File: config.mk
export PLATFORM = sky130hd
export DESIGN_NAME = uart_rx_hex_display
export DESIGN_NICKNAME = d
export VERILOG_FILES = /design/src/rtl/uart_rx_hex_display_pkg.sv /design/src/rtl/uart_rx_hex_display_hex_to_7seg.sv /design/src/rtl/uart_rx_hex_display.sv
export SDC_FILE = /design/constraint.sdc
export NUM_CORES = 1
export LEC_CHECK = 0
export BUFFER_PORTS_ARGS = -buffer_cell sky130_fd_sc_hd__buf_4
export CORE_MARGIN = 10
export CORE_UTILIZATION = 60
export DETAILED_ROUTE_END_ITERATION = 10
export HOLD_SLACK_MARGIN = 0.02
export PLACE_DENSITY_LB_ADDON = 0.3
export SETUP_SLACK_MARGIN = 0.15
export SLEW_MARGIN = 15
export SYNTH_ARGS = -nofsm -noshare
export SYNTH_HDL_FRONTEND = slang
export SYNTH_SLANG_ARGS = --single-unit
export TNS_END_PERCENT = 5
File: constraint.sdc
create_clock -name clk_50Mhz -period 2.4 [get_ports clk_50Mhz]
set_clock_uncertainty 0.15 [all_clocks]
set_input_delay 0 -clock clk_50Mhz [delete_from_list [all_inputs] [get_ports clk_50Mhz]]
set_output_delay 0 -clock clk_50Mhz [all_outputs]
set_load 0.1 [all_outputs]
File: src/rtl/uart_rx_hex_display_pkg.sv
// Shared display constants and hex-to-segment table for the UART 7-seg design.
// Used by both the receive-side and transmit-side display paths.
package uart_rx_hex_display_pkg;

  localparam logic [6:0] SEG_BLANK = 7'h7F;
  localparam int DEF_REFRESH_DIV = 50000;

  // Active-low {g,f,e,d,c,b,a} pattern for one hex nibble.
  function automatic logic [6:0] hex_seg(
    input logic [3:0] n
  );
    logic [6:0] s;
    s = SEG_BLANK;
    case (n)
      4'h0: s = 7'h40;
      4'h1: s = 7'h79;
      4'h2: s = 7'h24;
      4'h3: s = 7'h30;
      4'h4: s = 7'h19;
      4'h5: s = 7'h12;
      4'h6: s = 7'h02;
      4'h7: s = 7'h78;
      4'h8: s = 7'h00;
      4'h9: s = 7'h10;
      4'hA: s = 7'h08;
      4'hB: s = 7'h03;
      4'hC: s = 7'h46;
      4'hD: s = 7'h21;
      4'hE: s = 7'h06;
      4'hF: s = 7'h0E;
      default: s = SEG_BLANK;
    endcase
    return s;
  endfunction

endpackage

File: src/rtl/uart_rx_hex_display_hex_to_7seg.sv
// Combinational hex nibble to active-low 7-segment decoder.
// Ports: i_nib (4-bit nibble in), o_seg (segments {g..a}, active-low).
module hex_to_7seg
  import uart_rx_hex_display_pkg::*;
(
  input  logic [3:0] i_nib,
  output logic [6:0] o_seg
);

  assign o_seg = hex_seg(i_nib);

endmodule

File: src/rtl/uart_rx_hex_display.sv
// UART receive byte history shown as hex on a multiplexed common-anode display.
// Ports: clk_50Mhz, rst (async high), rx_ready/rx_data in; seg, dp, an, act_led, byte_count out.
module uart_rx_hex_display
  import uart_rx_hex_display_pkg::*;
#(
  parameter int DBITS       = 8,
  parameter int NDIG        = 4,
  parameter int REFRESH_DIV = DEF_REFRESH_DIV,
  parameter int ACT_CYCLES  = 2500000
) (
  input  logic             clk_50Mhz,
  input  logic             rst,
  input  logic             rx_ready,
  input  logic [DBITS-1:0] rx_data,
  output logic [6:0]       seg,
  output logic             dp,
  output logic [NDIG-1:0]  an,
  output logic             act_led,
  output logic [7:0]       byte_count
);

  localparam int NB = NDIG / 2;
  localparam int PW = $clog2(REFRESH_DIV);
  localparam int DW = $clog2(NDIG);
  localparam int SW = (NB > 1) ? $clog2(NB) : 1;
  localparam int AW = $clog2(ACT_CYCLES + 1);

  logic [NB-1:0][DBITS-1:0] r_hist;
  logic [NB-1:0]            r_valid;
  logic [PW-1:0]            r_pre;
  logic [DW-1:0]            r_dig;
  logic [AW-1:0]            r_act;
  logic [7:0]               r_cnt;
  logic [6:0]               r_seg;
  logic                     r_dp;
  logic [NDIG-1:0]          r_an;

  logic                     w_wrap;
  logic                     w_dig_last;
  logic [SW-1:0]            w_slot;
  logic [DBITS-1:0]         w_byte;
  logic [3:0]               w_nib;
  logic                     w_vld;
  logic [6:0]               w_hex;
  logic [NDIG-1:0]          w_an;
  logic                     w_dp;

  assign w_wrap     = (r_pre == PW'(REFRESH_DIV - 1));
  assign w_dig_last = (r_dig == DW'(NDIG - 1));
  assign w_slot     = SW'(r_dig >> 1);
  assign w_byte     = r_hist[w_slot];
  assign w_vld      = r_valid[w_slot];
  assign w_nib      = r_dig[0] ? w_byte[7:4] : w_byte[3:0];
  assign w_an       = ~(NDIG'(1) << r_dig);
  // Separator dot sits on the low nibble of every older byte.
  assign w_dp       = ~(w_vld && (w_slot != '0) && !r_dig[0]);

  hex_to_7seg u_hex (
    .i_nib (w_nib),
    .o_seg (w_hex)
  );

  always_ff @(posedge clk_50Mhz or posedge rst) begin
    if (rst) begin
      r_hist  <= '0;
      r_valid <= '0;
      r_cnt   <= '0;
    end else if (rx_ready) begin
      for (int k = NB - 1; k > 0; k--) begin
        r_hist[k]  <= r_hist[k-1];
        r_valid[k] <= r_valid[k-1];
      end
      r_hist[0]  <= rx_data;
      r_valid[0] <= 1'b1;
      r_cnt      <= r_cnt + 8'd1;
    end
  end

  always_ff @(posedge clk_50Mhz or posedge rst) begin
    if (rst) begin
      r_act <= '0;
    end else if (rx_ready) begin
      r_act <= AW'(ACT_CYCLES);
    end else if (r_act != '0) begin
      r_act <= r_act - 1'b1;
    end
  end

  // Outputs latch from the pre-capture history on the wrap cycle.
  always_ff @(posedge clk_50Mhz or posedge rst) begin
    if (rst) begin
      r_pre <= '0;
      r_dig <= '0;
      r_seg <= SEG_BLANK;
      r_dp  <= 1'b1;
      r_an  <= '1;
    end else if (w_wrap) begin
      r_pre <= '0;
      r_dig <= w_dig_last ? '0 : r_dig + 1'b1;
      r_an  <= w_an;
      r_seg <= w_vld ? w_hex : SEG_BLANK;
      r_dp  <= w_dp;
    end else begin
      r_pre <= r_pre + 1'b1;
    end
  end

  assign seg        = r_seg;
  assign dp         = r_dp;
  assign an         = r_an;
  assign act_led    = (r_act != '0);
  assign byte_count = r_cnt;

endmodule

; ---- After elaboration in Yosys (flattened, before gate mapping)
; Memories as Yosys holds them, arrays and structs flattened.
; Index checks and enable logic that the tools add are counted.
; W data, S select, Z words.
[totals]
register_bits = 78
mem_bits_ro = 112
inputBits = 11
output_inout_bits = 21
word_cells = 36
mem_count = 1
[op_classes]
n_addsub = 4
n_lt_le_gt_ge = 1
eq_ne = 2
shifts = 1
mux = 10
n_bitwise = 2
n_reduce_logical = 5
[memory_table]
columns = name, depth, width, read_ports, rd_clocked_by_memory_dff, wr, line
row1 = (name not given), 16, 7, 1, 0, 0, uart_rx_hex_display_pkg.sv:14  ; case (n)
[op_table]
columns = cell, n
row1 = $mux W22, 2
row2 = $reduce_bool A22 Y1, 1
row3 = $sub A22 B1 Y22 const B, 1
row4 = $add A16 B1 Y16 const B, 1
row5 = $eq A16 B16 Y1 const B, 1
row6 = $mux W16, 1
row7 = $mux W8, 2
row8 = $add A8 B1 Y8 const B, 1
row9 = $mux W7, 1
row10 = $mux W4, 1
row11 = $not A4 Y4, 1
row12 = $shl A1 B2 Y4 const A, 1
row13 = $add A2 B1 Y2 const B, 1
row14 = $eq A2 B2 Y1 const B, 1
row15 = $logic_and A1 B1 Y1, 2
row16 = $lt A1 B2 Y1 const B, 1
row17 = $mux W1, 2
row18 = $mux W2, 1
row19 = $reduce_bool A2 Y1, 1
row20 = $logic_not A1 Y1, 1
row21 = $not A1 Y1, 1

; ---- Logic depth before layout (Yosys ltp)
[depth]
word_depth = 5
mapped_depth = 8
ltp_nobuf = 7

; ---- Cells and area by module
; From an unflattened synthesis, not the netlist that was laid out.
[unflattened]
hier_cells = 378
hier_area_um2 = 4035.1
[modules_own_cells]
columns = module, instances, cells_per_inst, area_each_um2, seq_area_each_um2
row1 = uart_rx_hex_display, 1, 343, 3764.9, 1966.9
row2 = hex_to_7seg, 1, 35, 270.3, 0.0

; ---- Least setup slack after synthesis
; OpenSTA, ideal clock, no wires.
[synth_timing]
path_type = register -> register
from = register r_act[0]
to = register r_act[1]
arrival_ps = 2284
t_required_ps = 2147
setup_slack_ps = -137
path_stages_with_launch = 8
n_path_buf = 1
synth_period_minus_slack_ps = 2537
cell_sequence = dfrtp_1 -> inv_1 -> ha_1 -> nor3b_2 -> and3_1 -> buf_2 -> nand2_1 -> a211oi_1
[synth_via]
elab_cells_between_ends = 5
classes_between = add/sub: 1 / mux: 2 / reduce/logical: 2
[synth_rtl]
columns = element, line
row1 = from (decl), uart_rx_hex_display.sv:32  ; logic [AW-1:0] r_act;
row2 = from (signal assigned), uart_rx_hex_display.sv:83  ; r_act <= AW'(ACT_CYCLES);
row3 = from (signal assigned), uart_rx_hex_display.sv:85  ; r_act <= r_act - 1'b1;
row4 = $reduce_bool A22 Y1, n/a
row5 = net act_led, uart_rx_hex_display.sv:18  ; output logic act_led,
row6 = $reduce_bool A2 Y1 (no line), n/a
; The timed path passes the listed nets, and every way through them passes these cells. The select of a mux whose other input is x is not followed.
; A chain may end at the register's enable or synchronous reset.

; ---- Worst setup path in the final report
[layout_timing]
from = register r_dig[1]
to = register r_seg[3] (netlist: seg[3])
[layout_via]
elab_chain_len = 5
elab_cells_between_ends = 7
classes_between = mux: 6 / memory: 1
[layout_rtl]
columns = element, line
row1 = from (decl), uart_rx_hex_display.sv:31  ; logic [DW-1:0] r_dig;
row2 = from (signal assigned), uart_rx_hex_display.sv:99  ; r_dig <= w_dig_last ? '0 : r_dig + 1'b1;
row3 = $mux W8 (not written as such) (2 in a row), uart_rx_hex_display.sv:51  ; assign w_byte = r_hist[w_slot];
row4 = $mux W4, uart_rx_hex_display.sv:53  ; assign w_nib = r_dig[0] ? w_byte[7:4] : w_byte[3:0];
row5 = $mem_v2 Z16 W7, n/a
row6 = $mux W7 *, uart_rx_hex_display.sv:101  ; r_seg <= w_vld ? w_hex : SEG_BLANK;
row7 = to (signal assigned), uart_rx_hex_display.sv:101
row8 = to (decl), uart_rx_hex_display.sv:34  ; logic [6:0] r_seg;
; Every way passes the cells marked *; elsewhere a longest branch is shown, timed or not. The select of a mux whose other input is x is not followed.

==> impl_metrics.toml <==
[status]
status = "finished, final reports clean"

[floorplanning]
io_pins = 32
die_area_um2 = 10600
core_um2 = 6760
fp.dieH_um = 103
start_util_pct = 61.1
die_x_um = 103
fp-row-count = 30

[placement]
gp_congestion = 0.901
place_ws_ps = 180
hpwl_um = 5440
port_buffers = 31

[synthesis]
syn_nets = 401
synth_warnings = 0
syn_area_per_cell_um2 = 11.0
synth_cell_type_count = 53
synthCells = 377
ys_ff_latch = 78
synth_flop_cell = "dfrtp_1"
synth_seq_area_share_pct = 47.6
synth_area_um2 = 4130
synth-edff-count = 0
async_reset_ff_share_pct = 100

[route]
vias_per_cell = 5.82
first_pass_iters = 4
vias = 2960
drt-total-wl_um = 7920
wl_per_cell_um = 15.6
drc_errors = 0
drt_iter0_drc = 127
antenna_left = 0

[min_path]
hold_class = "input pin to register"
hold-path-cell-count = 2

[setup_path]
critPathRequiredTime_ps = 2510
arrival_ps = 2330
crit_path_start_kind = "register"
crit_fanout = 11
endpoint_kind = "register"
worst_r2r_path_depth = 7
critical_path_class = "register to register"

[sta]
max_slew_margin_pct = 53.8
hold_viol = 0
worst_pin_slew_ps = 691
post-route-min-period_ps = 2220
drv_slew = 0
tns_ps = 0
rsz0062_at_grt = "true"
setup_viol_count_final = 0
timing.fmax_ghz = 0.450
period_share_pct = 92.5
finalWorstSetupSlack_ps = 180

[final_layout]
nets = 448
syn2layout_area_growth_pct = 16.4
drive_gt1_share_pct = 30.3
antenna_cells = 0
layout_commonest_cell = "dfrtp_1"
n_fill_cell = 469
seqCellArea_um2 = 1970
multi_input_area_um2 = 2040
finalCoreUtilization_pct = 71.2
layout_common_cells = "66 x dfrtp_1, 41 x buf_4, 37 x nor2_1, 27 x mux2_2, 19 x nand2_1"

[global_route]
grt_first_pass_wirelength_um = 13900
antenna_found_initial = 0
grt_usage_pct = 16.1
overflow = 0
grt_max_degree = 60
grt_pass1_vias = 2976

[power_and_ir_drop]
peakVddDrop_v = 0.00116
leakagePower_nw = 2.01
finalPower_mw = 3.53
power_density_nw_per_um2 = 733

[clock_network]
cts_root_buf = "clkbuf_8"
cts_buffer_depth = 2
clock_latency_ps = 350
htree_levels = 3
path_clk_slew_ps = 90
cts_buffers = 9
cts_tree = "done"
cts.sinks = 78

[flow_run]
maxCapViolCount = 0
through the flow:
step | cells | hold WS, ps | cell area, um2
floorplan | 377 | 1.70 | 4130
global placement | 483 | 1.36 | 4460
detailed placement | 483 | 9.65 | 4460
CTS | 508 | 30.2 | 4790
global route | 509 | 92.8 | 4810
finish | 509 | 42.5 | 4810
cell usage after synthesis (5+ instances only):
cell,count,share of area (%)
dfrtp_1,66,40
nand2_1,20,1.8
nand4_1,9,1.4
o21ai_0,9,1.1
inv_1,14,1.3
and3_1,5,0.76
nand2b_1,7,1.1
a21oi_1,15,1.8
mux2i_1,12,2.9
mux2_2,27,7.4
xor2_1,8,1.7
nor4_1,7,1.1
nand3_1,10,1.2
ha_1,13,3.9
nor2_1,37,3.4
nor2b_1,15,2.3
dfstp_2,12,7.6
nor3_1,7,0.85
xnor2_1,13,2.8
metal layers:
metal  GRT usage [%]  vias up  part of all wire, %
met2            25.1       55                   46
li1                -     1431                    -
met3            3.15        9                  4.2
met5               0        -                    0
met4            5.13        0                  1.1
met1            22.1     1465                   49
state kept, by name, summed over array words and instances (netlist names):
register	cells
r_hist	16
r_pre	16
r_dig	2
byte_count	8
an	4
seg	7
dp	1
r_act	22
r_valid	2
worst max-delay path: stages, from the launching register on:
cell	delay [ps]
dfrtp_1	380
buf_4	210
mux4_2	570
buf_4	170
ha_1	190
mux2_2	270
nand2_1	80
a41oi_1	110
logic make-up (layout without fill, tap and decap cells):
logic type,Yosys count,after routing,share of synthesized area (%)
multiplexers,43,43,12.4
flip-flops,78,78,47.6
XOR/XNOR,21,21,4.45
adder cells (fa/ha/maj),13,13,3.94
AND/OR/NAND/NOR,146,146,20.4
buffers and inverters,29,81,3.57
AO/OA/AOI/OAI,47,47,7.63
final timing paths:
| path | startpoint | endpoint | slack (ps) |
|---|---|---|---|
| setup / recovery | r_dig[1] | seg[3] | 180 |
| hold / removal | rx_ready | r_act[16] | 40 |
| setup reg to reg | r_dig[1] | seg[3] | 180 |
| hold reg to reg | byte_count[7] | byte_count[7] | 330 |
| max in group asynchronous | rst | seg[3] | 1250 |
| min in group asynchronous | rst | r_act[1] | 170 |
report_power, final:
| part | switching, mW | internal (mW) | total, mW |
|---|---|---|---|
| Combinational | 0.607 | 0.267 | 0.874 |
| Clock | 0.518 | 0.601 | 1.12 |
| Sequential | 0.114 | 1.42 | 1.53 |
repair_timing:
item | 4_1_cts | 5_1_grt
hold endpoints to repair | 38 | 0
cloned | 0 | 0
hold buffers | 9 | 0
buffers inserted | 0 | 1
gates resized for setup | 3 | 4
endpoints found under the setup margin | 1 | 9
cell type report:
type                    count  area share, %
flip-flops and latches     78           40.9
inverters                  14           1.09
well taps                  80           2.08
clock buffers               9           2.58
clock inverters             7           2.16
multi-input cells         270           42.5
repair buffers             51           8.69
No activity file was read; power rests on OpenSTA's default activity.
